[src/rtl/uart_pkg.sv]
// uart_pkg: shared constants, status bit positions and FSM encodings for the
// TRSQ8 8N1 UART. The optional even-parity feature is enabled by defining
// UART_PARITY_EN; without it the PARITY states do not exist.
package uart_pkg;

  // Register select values (addr field decoded by uart_top)
  localparam logic [31:0] REG_DATA   = 32'd0;
  localparam logic [31:0] REG_STATUS = 32'd1;
  localparam logic [31:0] REG_DIV_L  = 32'd2;
  localparam logic [31:0] REG_DIV_H  = 32'd3;

  // STATUS register bit positions
  localparam int STAT_TX_BUSY    = 0;
  localparam int STAT_RX_VALID   = 1;
  localparam int STAT_OVERRUN    = 2;
  localparam int STAT_FRAME_ERR  = 3;
  localparam int STAT_PARITY_ERR = 4;

  // Oversampling: 16 ticks per bit, mid-bit sample on the 8th tick
  localparam int OVERSAMPLE = 16;
  localparam int MID_SAMPLE = 8;
  localparam logic [3:0] PHASE_LAST = 4'(OVERSAMPLE - 1);
  localparam logic [3:0] PHASE_MID  = 4'(MID_SAMPLE - 1);

  typedef enum logic [2:0] {
    TX_IDLE   = 3'd0,
    TX_START  = 3'd1,
    TX_DATA   = 3'd2,
`ifdef UART_PARITY_EN
    TX_PARITY = 3'd3,
`endif
    TX_STOP   = 3'd4
  } tx_state_e;

  typedef enum logic [2:0] {
    RX_IDLE   = 3'd0,
    RX_START  = 3'd1,
    RX_DATA   = 3'd2,
`ifdef UART_PARITY_EN
    RX_PARITY = 3'd3,
`endif
    RX_STOP   = 3'd4
  } rx_state_e;

endpackage

[src/rtl/uart_rx.sv]
// uart_rx: 2-FF synchronizer plus receive FSM. Emits a one-clk rx_done pulse
// with the byte and its error flags at the mid-point of the stop bit.
// Parity check present only when UART_PARITY_EN is defined.
module uart_rx
  import uart_pkg::*;
(
  input  logic       clk,
  input  logic       reset_n,
  input  logic       tick,
  input  logic       rxd,
  output logic [7:0] rx_byte,
  output logic       rx_done,
`ifdef UART_PARITY_EN
  output logic       parity_err,
`endif
  output logic       frame_err
);

  logic [1:0] sync;
  logic       rx_prev;
  rx_state_e  state, state_n;
  logic [3:0] phase, phase_n;
  logic [2:0] bit_cnt, bit_cnt_n;
  logic [7:0] shift, shift_n;
`ifdef UART_PARITY_EN
  logic       par_bad, par_bad_n;
`endif

  logic rx_s;
  assign rx_s = sync[1];

  // State register, synchronizer and edge-detect history
  always_ff @(posedge clk) begin
    // NOTE: sequential state uses non-blocking assignments so every flop
    // samples pre-edge values regardless of statement order.
    if (!reset_n) begin
      sync    <= 2'b11;
      rx_prev <= 1'b1;
      state   <= RX_IDLE;
      phase   <= '0;
      bit_cnt <= '0;
      shift   <= '0;
`ifdef UART_PARITY_EN
      par_bad <= 1'b0;
`endif
    end else begin
      sync    <= {sync[0], rxd};
      rx_prev <= rx_s;
      state   <= state_n;
      phase   <= phase_n;
      bit_cnt <= bit_cnt_n;
      shift   <= shift_n;
`ifdef UART_PARITY_EN
      par_bad <= par_bad_n;
`endif
    end
  end

  // Next-state logic: phase counts ticks, bits sampled mid-bit
  always_comb begin
    // NOTE: every variable gets a default first so no path leaves it
    // unassigned, which would otherwise infer a latch.
    state_n   = state;
    phase_n   = phase;
    bit_cnt_n = bit_cnt;
    shift_n   = shift;
`ifdef UART_PARITY_EN
    par_bad_n = par_bad;
`endif
    case (state)
      RX_IDLE: begin
        if (rx_prev && !rx_s) begin
          state_n = RX_START;
          phase_n = '0;
        end
      end
      RX_START: begin
        if (tick) begin
          phase_n = phase + 4'd1;
          if (phase == PHASE_MID) begin
            if (rx_s) begin
              state_n = RX_IDLE;
            end else begin
              state_n   = RX_DATA;
              phase_n   = '0;
              bit_cnt_n = '0;
            end
          end
        end
      end
      RX_DATA: begin
        if (tick) begin
          phase_n = phase + 4'd1;
          if (phase == PHASE_LAST) begin
            shift_n   = {rx_s, shift[7:1]};
            bit_cnt_n = bit_cnt + 3'd1;
            if (bit_cnt == 3'd7) begin
`ifdef UART_PARITY_EN
              state_n = RX_PARITY;
`else
              state_n = RX_STOP;
`endif
            end
          end
        end
      end
`ifdef UART_PARITY_EN
      RX_PARITY: begin
        if (tick) begin
          phase_n = phase + 4'd1;
          if (phase == PHASE_LAST) begin
            par_bad_n = rx_s ^ (^shift);
            state_n   = RX_STOP;
          end
        end
      end
`endif
      RX_STOP: begin
        if (tick) begin
          phase_n = phase + 4'd1;
          if (phase == PHASE_LAST) state_n = RX_IDLE;
        end
      end
      default: state_n = RX_IDLE;
    endcase
  end

  assign rx_done   = (state == RX_STOP) && tick && (phase == PHASE_LAST);
  assign rx_byte   = shift;
  assign frame_err = rx_done && !rx_s;
`ifdef UART_PARITY_EN
  assign parity_err = rx_done && par_bad;
`endif

endmodule

[src/rtl/uart_top.sv]
// uart_top: register-mapped 8N1 UART (DATA/STATUS/DIV_L/DIV_H), tick
// generator, transmit FSM and register file; receive path in uart_rx.
// Define UART_PARITY_EN for even parity (11-bit frames, STATUS b4 live).
module uart_top
  import uart_pkg::*;
#(
  parameter int          ADDR_LSB          = 0,
  parameter int          OPT_MEM_ADDR_BITS = 1,
  parameter logic [15:0] DIV_RESET         = 16'd26
) (
  input  logic       clk,
  input  logic       reset_n,
  input  logic [7:0] addr,
  input  logic [7:0] din,
  output logic [7:0] dout,
  input  logic       wr_en,
  input  logic       rd_en,
  output logic       txd,
  input  logic       rxd
);

  logic [OPT_MEM_ADDR_BITS:0] sel;
  logic [31:0] reg_sel;
  logic        unused_addr;
  assign sel         = addr[ADDR_LSB+OPT_MEM_ADDR_BITS:ADDR_LSB];
  assign reg_sel     = 32'(sel);
  assign unused_addr = ^addr;

  logic [15:0] div, tick_cnt;
  logic        tick;
  logic [7:0]  rx_data;
  logic        rx_valid, overrun, frame_err;
`ifdef UART_PARITY_EN
  logic        parity_err, tx_par, rx_perr;
`endif

  tx_state_e  tx_state, tx_state_n;
  logic [3:0] tx_phase, tx_phase_n;
  logic [2:0] tx_bit, tx_bit_n;
  logic [7:0] tx_shift, tx_shift_n;
  logic       txd_n, tx_busy, tx_load;

  logic [7:0] rx_byte;
  logic       rx_done, rx_ferr;

  assign tick    = (tick_cnt == 16'd0);
  assign tx_busy = (tx_state != TX_IDLE);
  assign tx_load = wr_en && (reg_sel == REG_DATA) && !tx_busy;

  // Free-running baud tick counter; DIV changes land at the next reload
  always_ff @(posedge clk) begin
    if (!reset_n)  tick_cnt <= DIV_RESET;
    else if (tick) tick_cnt <= div;
    else           tick_cnt <= tick_cnt - 16'd1;
  end

  // TX state register
  always_ff @(posedge clk) begin
    if (!reset_n) begin
      tx_state <= TX_IDLE;
      tx_phase <= '0;
      tx_bit   <= '0;
      tx_shift <= '0;
      txd      <= 1'b1;
`ifdef UART_PARITY_EN
      tx_par   <= 1'b0;
`endif
    end else begin
      tx_state <= tx_state_n;
      tx_phase <= tx_phase_n;
      tx_bit   <= tx_bit_n;
      tx_shift <= tx_shift_n;
      txd      <= txd_n;
`ifdef UART_PARITY_EN
      if (tx_load) tx_par <= ^din;
`endif
    end
  end

  // TX next-state: txd changes on phase 0, state advances on phase 15,
  // so the first tick after a load starts a full 16-tick start bit
  always_comb begin
    tx_state_n = tx_state;
    tx_phase_n = tx_phase;
    tx_bit_n   = tx_bit;
    tx_shift_n = tx_shift;
    txd_n      = txd;
    if (tx_state == TX_IDLE) begin
      txd_n = 1'b1;
      if (tx_load) begin
        tx_state_n = TX_START;
        tx_phase_n = '0;
        tx_bit_n   = '0;
        tx_shift_n = din;
      end
    end else if (tick) begin
      tx_phase_n = tx_phase + 4'd1;
      if (tx_phase == 4'd0) begin
        case (tx_state)
          TX_START:  txd_n = 1'b0;
          TX_DATA:   txd_n = tx_shift[0];
`ifdef UART_PARITY_EN
          TX_PARITY: txd_n = tx_par;
`endif
          default:   txd_n = 1'b1;
        endcase
      end
      if (tx_phase == PHASE_LAST) begin
        case (tx_state)
          TX_START: tx_state_n = TX_DATA;
          TX_DATA: begin
            tx_shift_n = tx_shift >> 1;
            tx_bit_n   = tx_bit + 3'd1;
            if (tx_bit == 3'd7) begin
`ifdef UART_PARITY_EN
              tx_state_n = TX_PARITY;
`else
              tx_state_n = TX_STOP;
`endif
            end
          end
`ifdef UART_PARITY_EN
          TX_PARITY: tx_state_n = TX_STOP;
`endif
          default: tx_state_n = TX_IDLE;
        endcase
      end
    end
  end

  uart_rx u_rx (
    .clk        (clk),
    .reset_n    (reset_n),
    .tick       (tick),
    .rxd        (rxd),
    .rx_byte    (rx_byte),
    .rx_done    (rx_done),
`ifdef UART_PARITY_EN
    .parity_err (rx_perr),
`endif
    .frame_err  (rx_ferr)
  );

  logic       rd_clr, valid_eff;
  logic [7:0] w1c;
  assign rd_clr    = rd_en && (reg_sel == REG_DATA);
  assign valid_eff = rx_valid && !rd_clr;
  assign w1c       = (wr_en && (reg_sel == REG_STATUS)) ? din : 8'h00;

  // Register file: divisor, RX data/valid and sticky flags (set beats clear)
  always_ff @(posedge clk) begin
    if (!reset_n) begin
      div        <= DIV_RESET;
      rx_data    <= '0;
      rx_valid   <= 1'b0;
      overrun    <= 1'b0;
      frame_err  <= 1'b0;
`ifdef UART_PARITY_EN
      parity_err <= 1'b0;
`endif
    end else begin
      if (wr_en && reg_sel == REG_DIV_L) div[7:0]  <= din;
      if (wr_en && reg_sel == REG_DIV_H) div[15:8] <= din;
      if (rx_done && !valid_eff) begin
        rx_data  <= rx_byte;
        rx_valid <= 1'b1;
      end else if (rd_clr) begin
        rx_valid <= 1'b0;
      end
      overrun    <= (overrun   && !w1c[STAT_OVERRUN])   || (rx_done && valid_eff);
      frame_err  <= (frame_err && !w1c[STAT_FRAME_ERR]) || rx_ferr;
`ifdef UART_PARITY_EN
      parity_err <= (parity_err && !w1c[STAT_PARITY_ERR]) || rx_perr;
`endif
    end
  end

  // Combinational read mux
  always_comb begin
    dout = 8'h00;
    case (reg_sel)
      REG_DATA: dout = rx_data;
      REG_STATUS: begin
        dout[STAT_TX_BUSY]    = tx_busy;
        dout[STAT_RX_VALID]   = rx_valid;
        dout[STAT_OVERRUN]    = overrun;
        dout[STAT_FRAME_ERR]  = frame_err;
`ifdef UART_PARITY_EN
        dout[STAT_PARITY_ERR] = parity_err;
`endif
      end
      REG_DIV_L: dout = div[7:0];
      REG_DIV_H: dout = div[15:8];
      default:   dout = 8'h00;
    endcase
  end

endmodule

[config.mk]
export PLATFORM = sky130hd
export DESIGN_NAME = uart_top
export DESIGN_NICKNAME = d
export VERILOG_FILES = /design/src/rtl/uart_pkg.sv /design/src/rtl/uart_rx.sv /design/src/rtl/uart_top.sv
export SDC_FILE = /design/constraint.sdc
export NUM_CORES = 1
export LEC_CHECK = 0
export ABC_AREA = 1
export CAP_MARGIN = 25
export CORE_ASPECT_RATIO = 0.5
export CORE_MARGIN = 4
export CORE_UTILIZATION = 50
export DETAILED_ROUTE_END_ITERATION = 7
export PLACE_DENSITY_LB_ADDON = 0.15
export SLEW_MARGIN = 20
export SYNTH_ARGS = -nofsm -noshare
export SYNTH_HDL_FRONTEND = slang
export SYNTH_HIERARCHICAL = 1
export SYNTH_SLANG_ARGS = --single-unit
[constraint.sdc]
create_clock -name clk -period 2.72 [get_ports clk]
set_input_delay 0.544 -clock clk [delete_from_list [all_inputs] [get_ports clk]]
set_output_delay 0.544 -clock clk [all_outputs]
set_load 0.05 [all_outputs]
=== Yosys cells after proc, flatten, opt, wreduce, memory -nomap -nowiden ===
Index checks and enable logic that the tools add are counted.

* Reductions and logical operators: 45
* $mul: 0
* Shifts and indexed selects: 0
* Div/mod/pow operators: 0
* Eq/ne operators: 25
* Bitwise operators: 1
* Add/subtract/negate cells: 5
* Muxes and demuxes: 48
* Magnitude comparators: 0

{| class="wikitable"
|+ Operators with widths
! cell !! count
|-
| 3-bit 2-to-1 mux || 23
|-
| 8-bit 2-to-1 mux || 5
|-
| 4-bit 2-to-1 mux || 9
|-
| 32-bit logical NOT || 1
|-
| 4-bit case mux with 3 select lines || 2
|-
| 2-bit by 1-bit != test with 1-bit output, second input constant || 9
|-
| 16-bit logical NOT || 1
|-
| 16-bit 2-to-1 mux || 1
|-
| 4-bit case mux with 4 select lines || 1
|-
| 16-bit by 1-bit subtractor with 16-bit output, second input constant || 1
|-
| 1-bit logical AND || 15
|-
| 3-bit case mux with 2 select lines || 2
|-
| 3-bit case mux with 4 select lines || 1
|-
| 4-bit AND reduction || 3
|-
| 2-bit nonzero test || 5
|-
| 3-bit == test, second input constant || 3
|-
| 4-bit by 1-bit adder with 4-bit output, second input constant || 2
|-
| 4-bit == test, second input constant || 2
|-
| 8-bit AND reduction || 1
|-
| 3-bit by 1-bit adder with 3-bit output, second input constant || 2
|-
| 3-bit by 1-bit == test with 1-bit output, second input constant || 2
|-
| 3-bit by 2-bit == test with 1-bit output, second input constant || 2
|-
| 1-bit logical NOT || 6
|-
| 3-bit logical NOT || 2
|-
| other kinds (16) || 23
|}

* Register bits after elaboration: 83
* Bits in writable memories: 0
* Latch bits: 0
* Output and inout bits: 9
* Memories kept: 0
* Memory bits (read-only): 0

=== Depth between registers and ports, before layout ===
Gate-level depths: netlist (run 1).

* Depth in word-level cells: 7
* Gate-level depth with buffers: 14

=== Modules after synthesis ===
Netlist (run 1), hierarchy kept.

{| class="wikitable"
|+ By module, submodules not included
! module !! times used !! area each (µm²) !! cells an instance
|-
| uart_top || 1 || 3159.3 || 452
|-
| uart_rx || 1 || 1114.8 || 163
|}

=== Worst setup path before layout (run 1) ===
Ideal clock, no wire load.

* Path kind: in2out
* Start: in addr[1]
* End: out dout[2]
* Slack: 0.290 ns
* Arrival: 1.886 ns
* Path buffers: 0
* Data required time: 2.176 ns
* Stages: 4
* Path through: inv_1 -> nor2_1 -> inv_1 -> o21ai_0

* Word-level cells in the longest chain between the ends: 2
* Elaborated cells between the ends (all ways): 5
* Those cells by class: 3 x eq/ne; 1 x mux; 1 x reduce/logical

{| class="wikitable"
|+ Ends and longest elaborated chain
! what !! line !! RTL
|-
| from (decl) || uart_top.sv:13 || <nowiki>input logic [7:0] addr,</nowiki>
|-
| 32-bit logical NOT, or another cell as far along || uart_top.sv:181 || <nowiki>case (reg_sel)</nowiki>
|-
| 4-bit case mux with 4 select lines (*) || uart_top.sv:181 ||
|-
| to (decl) || uart_top.sv:15 || <nowiki>output logic [7:0] dout,</nowiki>
|}

Mark *: on every way between the ends. The rest lies on a longest branch, timed or not.

=== Worst setup path in the final report (run 1) ===
Ends and elaborated chain as after synthesis.

==> flow_summary.yaml, run 1 <==
run_status:
  status: "finished clean"
clock_network:
  cts_tree: "done"
  cts_made_buffers: 9
  insertion_delay_ns: 0.33
  h-tree-depth: 3
  cts_root_buffer: "clkbuf_16"
  clock_sinks: 83
  post_cts_buffers: 0
  cts_buffer_depth: 2
  cts_resized: 0
  cts_hold_buf: 0
  clk_pin_slew_ns: 0.06
final_layout:
  final_nets: 666
  num_antenna_cells: 0
  final_core_util_pct: 60.8
  final_common_cell: "nand2_1"
  area_delta_synth_final_pct: 15.8
  stdcell_count: 752
  final_cell_area_sq_um: 4950
  layout_common_cells: "nand2_1, nor2_1, dfxtp_1"
  drive_gt1_share_pct: 11.1
floorplan:
  core_area_sq_um: 8140
  die_w_um: 139
  dieArea_sq_um: 10200
  initial_utilization_pct: 52.5
  ios: 30
  placementRows: 23
  die_y_um: 73.4
power:
  p_total_mw: 3.47
  sw_frac_of_total_pct: 30.9
  power_frac_seq_pct: 38.8
  internal_power_mw: 2.39
  p_switching_mw: 1.07
  share_comb_of_total_power_pct: 24.5
  clkPwrFrac_pct: 36.6
  leakage_nw: 2.12
  vdd_ir_drop_max_uv: 414
  power.density_nw_per_um2: 700
worst_setup_path:
  cp_data_arrival_time_ns: 1.99
  cp-end-kind: "output pin"
  worstSetupPathType: "in -> out"
  cp_data_required_time_ns: 2.18
  crit_fanout: 8
  startpoint_type: "primary input"
sta:
  worst_pin_slew_ns: 0.711
  slew_viol_final: 0
  finalSetupViolations: 0
  setup_ws_ns: 0.189
  maxSlewHeadroom_pct: 52.6
  fmax_mhz: 395
  final.period_utilization_pct: 93.1
  rsz0062_at_grt: "no"
  hold_slack_ns: 0.413
  hold_viol_final: 0
  setup_tns_ns: 0
  finalClockSkew_ns: 0.00692
  min_period_ns: 2.53
grt:
  grt_pass1_wl_mm: 16.1
  antenna_found_initial: 0
  overflow: 0
  grtUsageTotal_pct: 19.4
  grt_max_degree: 30
  grt_pass1_vias: 3420
place:
  dpl.cell_count: 737
  port_buffers: 23
  placed_cell_area_sq_um: 4630
  preCtsSetupSlack_ns: 0.183
  post-dp-hpwl_mm: 6.83
  routabilityCongestion: 0.836
detailed_routing:
  first_iter_violations: 167
  num_vias: 3803
  wl_mm: 9.38
  detail-route-antenna-nets: 0
  dr.pass1.iters: 6
  wl_per_cell_um: 12.5
  route.detailed.drc: 0
  viasPerCell: 5.06
logic_synthesis:
  avgSynthCellArea_sq_um: 6.95
  synthCells: 615
  synth_ff_type: "dfxtp_1"
  seq_area_frac_synth_pct: 38.9
  synth.distinct_cells: 37
  netlist_area_sq_um: 4270
  synth_edf_count: 0
  synth_warnings: 6
  ys_ff_latch: 83
  synth_nets: 645
  async_flop_share_pct: 0
worst_hold_path:
  hp-class: "reg -> reg"
job:
  cap_violations: 0
[final cells by class]
| class | instances | area [sq um] |
|---|---|---|
| inverter | 76 | 285 |
| tap | 112 | 140 |
| clock buffer | 14 | 284 |
| sequential | 83 | 1660 |
| timing repair buffer | 27 | 335 |
| clock inverter | 1 | 30.0 |
| multi-input combinational | 439 | 2210 |
| fill | 739 | 3200 |
[cells by family (layout without fill, tap and decap cells)]
family	Yosys count	after routing	synth area share, %
xor gates and xnor gates	5	5	1.02
buffers and inverters	93	118	9.37
adders and majority gates	9	9	2.63
DFF	83	83	38.9
AOI/OAI and AO/OA	128	128	16.3
and+or+nand+nor	297	297	31.8
[sequential cells by signal, summed over array words and instances (netlist names), 4 cells and up]
register	cells
tx_shift	8
u_rx/rx_byte	8
tick_cnt	16
tx_phase	4
u_rx/phase	4
rx_data	8
div	16
[power groups by stage]
stage / Combinational, mW / Clock [mW] / Sequential, mW
2_1_floorplan: 0.687 / 0 / 1.36
3_3_place_gp: 0.840 / 0 / 1.37
3_5_place_dp: 0.849 / 0 / 1.37
4_1_cts: 0.854 / 1.29 / 1.35
5_1_grt: 0.982 / 1.35 / 1.35
6_report: 0.851 / 1.27 / 1.35
[worst max-delay path: stages]
cell and delay (ns):
clkdlybuf4s50_1 0.51, nand2_1 0.27, nor2_1 0.07, a221oi_1 0.20, o21ai_0 0.19, buf_12 0.19
[per-layer routing]
metal  wire [um]  up-vias  track usage, %  part of all wire [%]
li1            -     2032               -                     -
met1        4750     1706            26.6                    51
met2        4150       52            30.8                    44
met3         379       13            4.62                   4.0
met4          96        0            6.18                   1.0
met5           0        -               0                     0
[cells in the mapped netlist (all sizes together), types with 2 or more instances]
| master | n | share of area (%) |
|---|---|---|
| dfxtp | 83 | 39 |
| o211ai | 6 | 1.1 |
| ha | 9 | 2.6 |
| a31oi | 2 | 0.29 |
| nand3b | 9 | 1.6 |
| nand3 | 28 | 3.9 |
| or2 | 3 | 0.44 |
| nor3 | 3 | 0.35 |
| o221ai | 5 | 1.0 |
| nand4 | 9 | 1.3 |
| buf | 10 | 2.1 |
| o22ai | 2 | 0.29 |
| inv | 76 | 6.7 |
| a21oi | 49 | 5.9 |
| clkbuf | 7 | 0.61 |
| o21ai | 61 | 7.1 |
| nor2 | 106 | 11 |
| nand2 | 138 | 13 |
| xnor2 | 4 | 0.82 |
[worst paths after layout]
| kind | start | end | slack, ns | cells after the start |
|---|---|---|---|---|
| worst min-delay path | u_rx/sync[0]$_SDFF_PN1_ | u_rx/sync[1]$_SDFF_PN1_ | 0.41 | 1 |
| worst max register to register | tick_cnt[0]$_SDFF_PN0_ | rx_data[7]$_SDFFE_PN0P_ | 0.45 | 14 |
| worst max-delay path | addr[1] | dout[2] | 0.19 | 6 |
| worst min register to register | u_rx/sync[0]$_SDFF_PN1_ | u_rx/sync[1]$_SDFF_PN1_ | 0.41 | 1 |
Note: power is estimated with default switching activity, not from simulation.
==> run 2, diff against run 1 <==
- DONT_BUFFER_PORTS: not set -> 1
- PLACE_DENSITY_LB_ADDON: 0.15 -> 0.05
==> run 2 against run 1 <==
Die area unchanged. Core utilization down 3.2 points. Maximum frequency increased by 11%. Critical path depth is 8 higher. Clock-buffer cell count shrank 5. Critical endpoint is now rx_data[2]$_SDFFE_PN0P_. Worst setup slack improved by 0.25 ns. Cell count down 2.4%. Combinational power shrank 6.8%. Design area shrank 5.3%. First-iteration DRC count grew 46%.
==> flow_summary.yaml, run 2 (synthesis gave the netlist of run 1 again) <==
detailed_routing:
  num_vias: 3698
  dr.pass1.iters: 4
  route.detailed.drc: 0
  first_iter_violations: 243
  detail-route-antenna-nets: 0
  wl_mm: 9.30
  wl_per_cell_um: 12.7
  viasPerCell: 5.04
worst_setup_path:
  path_cells: "inv_1 -> ha_1 -> nand3b_1 -> nor2_1 -> nand2_2 -> inv_2 -> inv_1 -> nor2_2 -> inv_1 -> nor2_1 -> nand2_2 -> inv_1 -> nor2_1 -> nor2_1"
  r2r_setup_slack_ns: 0.44
  startpoint_type: "flop"
  cp-end-kind: "flop"
  crit_fanout: 10
  cp_data_arrival_time_ns: 2.57
  cp_data_required_time_ns: 3.00
  slowest_delay_ns: 0.30
  worstSetupPathType: "reg -> reg"
  slowest_stage: "dfxtp_1"
power:
  leakage_nw: 2.01
  p_total_mw: 3.46
  power.density_nw_per_um2: 739
  vdd_ir_drop_max_uv: 334
clock_network:
  h-tree-depth: 3
  clk_pin_slew_ns: 0.07
  post_cts_buffers: 0
  insertion_delay_ns: 0.34
  cts_resized: 0
  cts_tree: "done"
  cts_made_buffers: 9
  cts_root_buffer: "clkbuf_16"
  cts_buffer_depth: 2
  clock_sinks: 83
  cts_hold_buf: 0
floorplan:
  die_y_um: 73.4
  dieArea_sq_um: 10200
  initial_utilization_pct: 52.5
  die_w_um: 139
  ios: 30
  placementRows: 23
  core_area_sq_um: 8140
final_layout:
  final_nets: 647
  stdcell_count: 734
  final_common_cell: "nand2_1"
  layout_common_cells: "nand2_1, nor2_1, dfxtp_1"
  drive_gt1_share_pct: 10.9
  largestRegisters: "div x16, tick_cnt x16"
  num_antenna_cells: 0
  area_delta_synth_final_pct: 9.60
sta:
  final.period_utilization_pct: 84.0
  min_period_ns: 2.28
  fmax_mhz: 438
  finalClockSkew_ns: 0.00775
  slew_viol_final: 0
  hold_viol_final: 0
  maxSlewHeadroom_pct: 53.7
  worst_pin_slew_ns: 0.694
  setup_ws_ns: 0.436
  setup_tns_ns: 0
  finalSetupViolations: 0
  rsz0062_at_grt: "no"
grt:
  grtUsageTotal_pct: 19.6
  use_met3_pct: 5.27
  busiest_layer: "met2"
  grt_use_met1_pct: 27.1
  use_met2_pct: 30.3
  overflow: 0
  antenna_found_initial: 0
  grt_pass1_vias: 3265
  grt_pass1_wl_mm: 16.0
  grt_max_degree: 72
place:
  routabilityCongestion: 0.813
  preCtsSetupSlack_ns: 0.428
  dpl.cell_count: 718
  post-dp-hpwl_mm: 6.70
  port_buffers: 0
job:
  cap_violations: 0
run_status:
  status: "finished clean"
worst_hold_path:
  hp-class: "in -> reg"
-- run 2: cell count changes in the layout (fill, tap and decap cells not counted), sizes merged --
cell           previous run  this run
buf                      13         8
bufinv                    1         2
clkinvlp                  0         3
inv                      76        78
clkbuf                   14         9
clkdlybuf4s50            14         0
-- run 2: metal layers --
layer / vias up / routed length [um] / share of wire, %
li1: 2000 / - / -
met1: 1632 / 4830 / 52
met2: 58 / 3950 / 42
met3: 8 / 427 / 4.6
met4: 0 / 101 / 1.1
met5: - / 0 / 0
-- run 2: final cells by class --
class	instances	area, sq um
Fill cell	796	3460
Multi-Input combinational cell	439	2210
Sequential cell	83	1660
Inverter	76	285
Clock buffer	9	225
Tap cell	112	140
Clock inverter	7	100
Timing Repair Buffer	8	60.1
-- run 2: worst paths after layout --
| path | start | end | cells after the start |
|---|---|---|---|
| setup / recovery | tick_cnt[0]$_SDFF_PN0_ | rx_data[2]$_SDFFE_PN0P_ | 14 |
| hold / removal | reset_n | u_rx/rx_prev$_SDFF_PN1_ | 1 |
| setup reg to reg | tick_cnt[0]$_SDFF_PN0_ | rx_data[2]$_SDFFE_PN0P_ | 14 |
| hold reg to reg | u_rx/sync[0]$_SDFF_PN1_ | u_rx/sync[1]$_SDFF_PN1_ | 1 |
-- run 2: report_power, final --
part	total [mW]	switching [mW]	internal [mW]	leakage, nW
combinational	0.793	0.529	0.264	1.18
clock	1.32	0.513	0.810	0.149
sequential	1.35	0.0580	1.29	0.674
-- run 2: critical path: cells and delay by family (launching register included) --
| kind | cells | cell delay, ns |
|---|---|---|
| simple gates | 8 | 1.01 |
| buf+inv | 5 | 0.69 |
| flops | 1 | 0.30 |
| fa+ha+maj | 1 | 0.25 |
-- run 2: per-stage QoR --
step	area [sq um]	util (%)	hold slack [ns]
6_report	4680	57.5	0.283
5_1_grt	4680	57.5	0.257
4_1_cts	4680	57.5	0.257
3_5_place_dp	4360	53.5	0.401
3_3_place_gp	4360	53.5	0.395
2_1_floorplan	4270	-	0.393
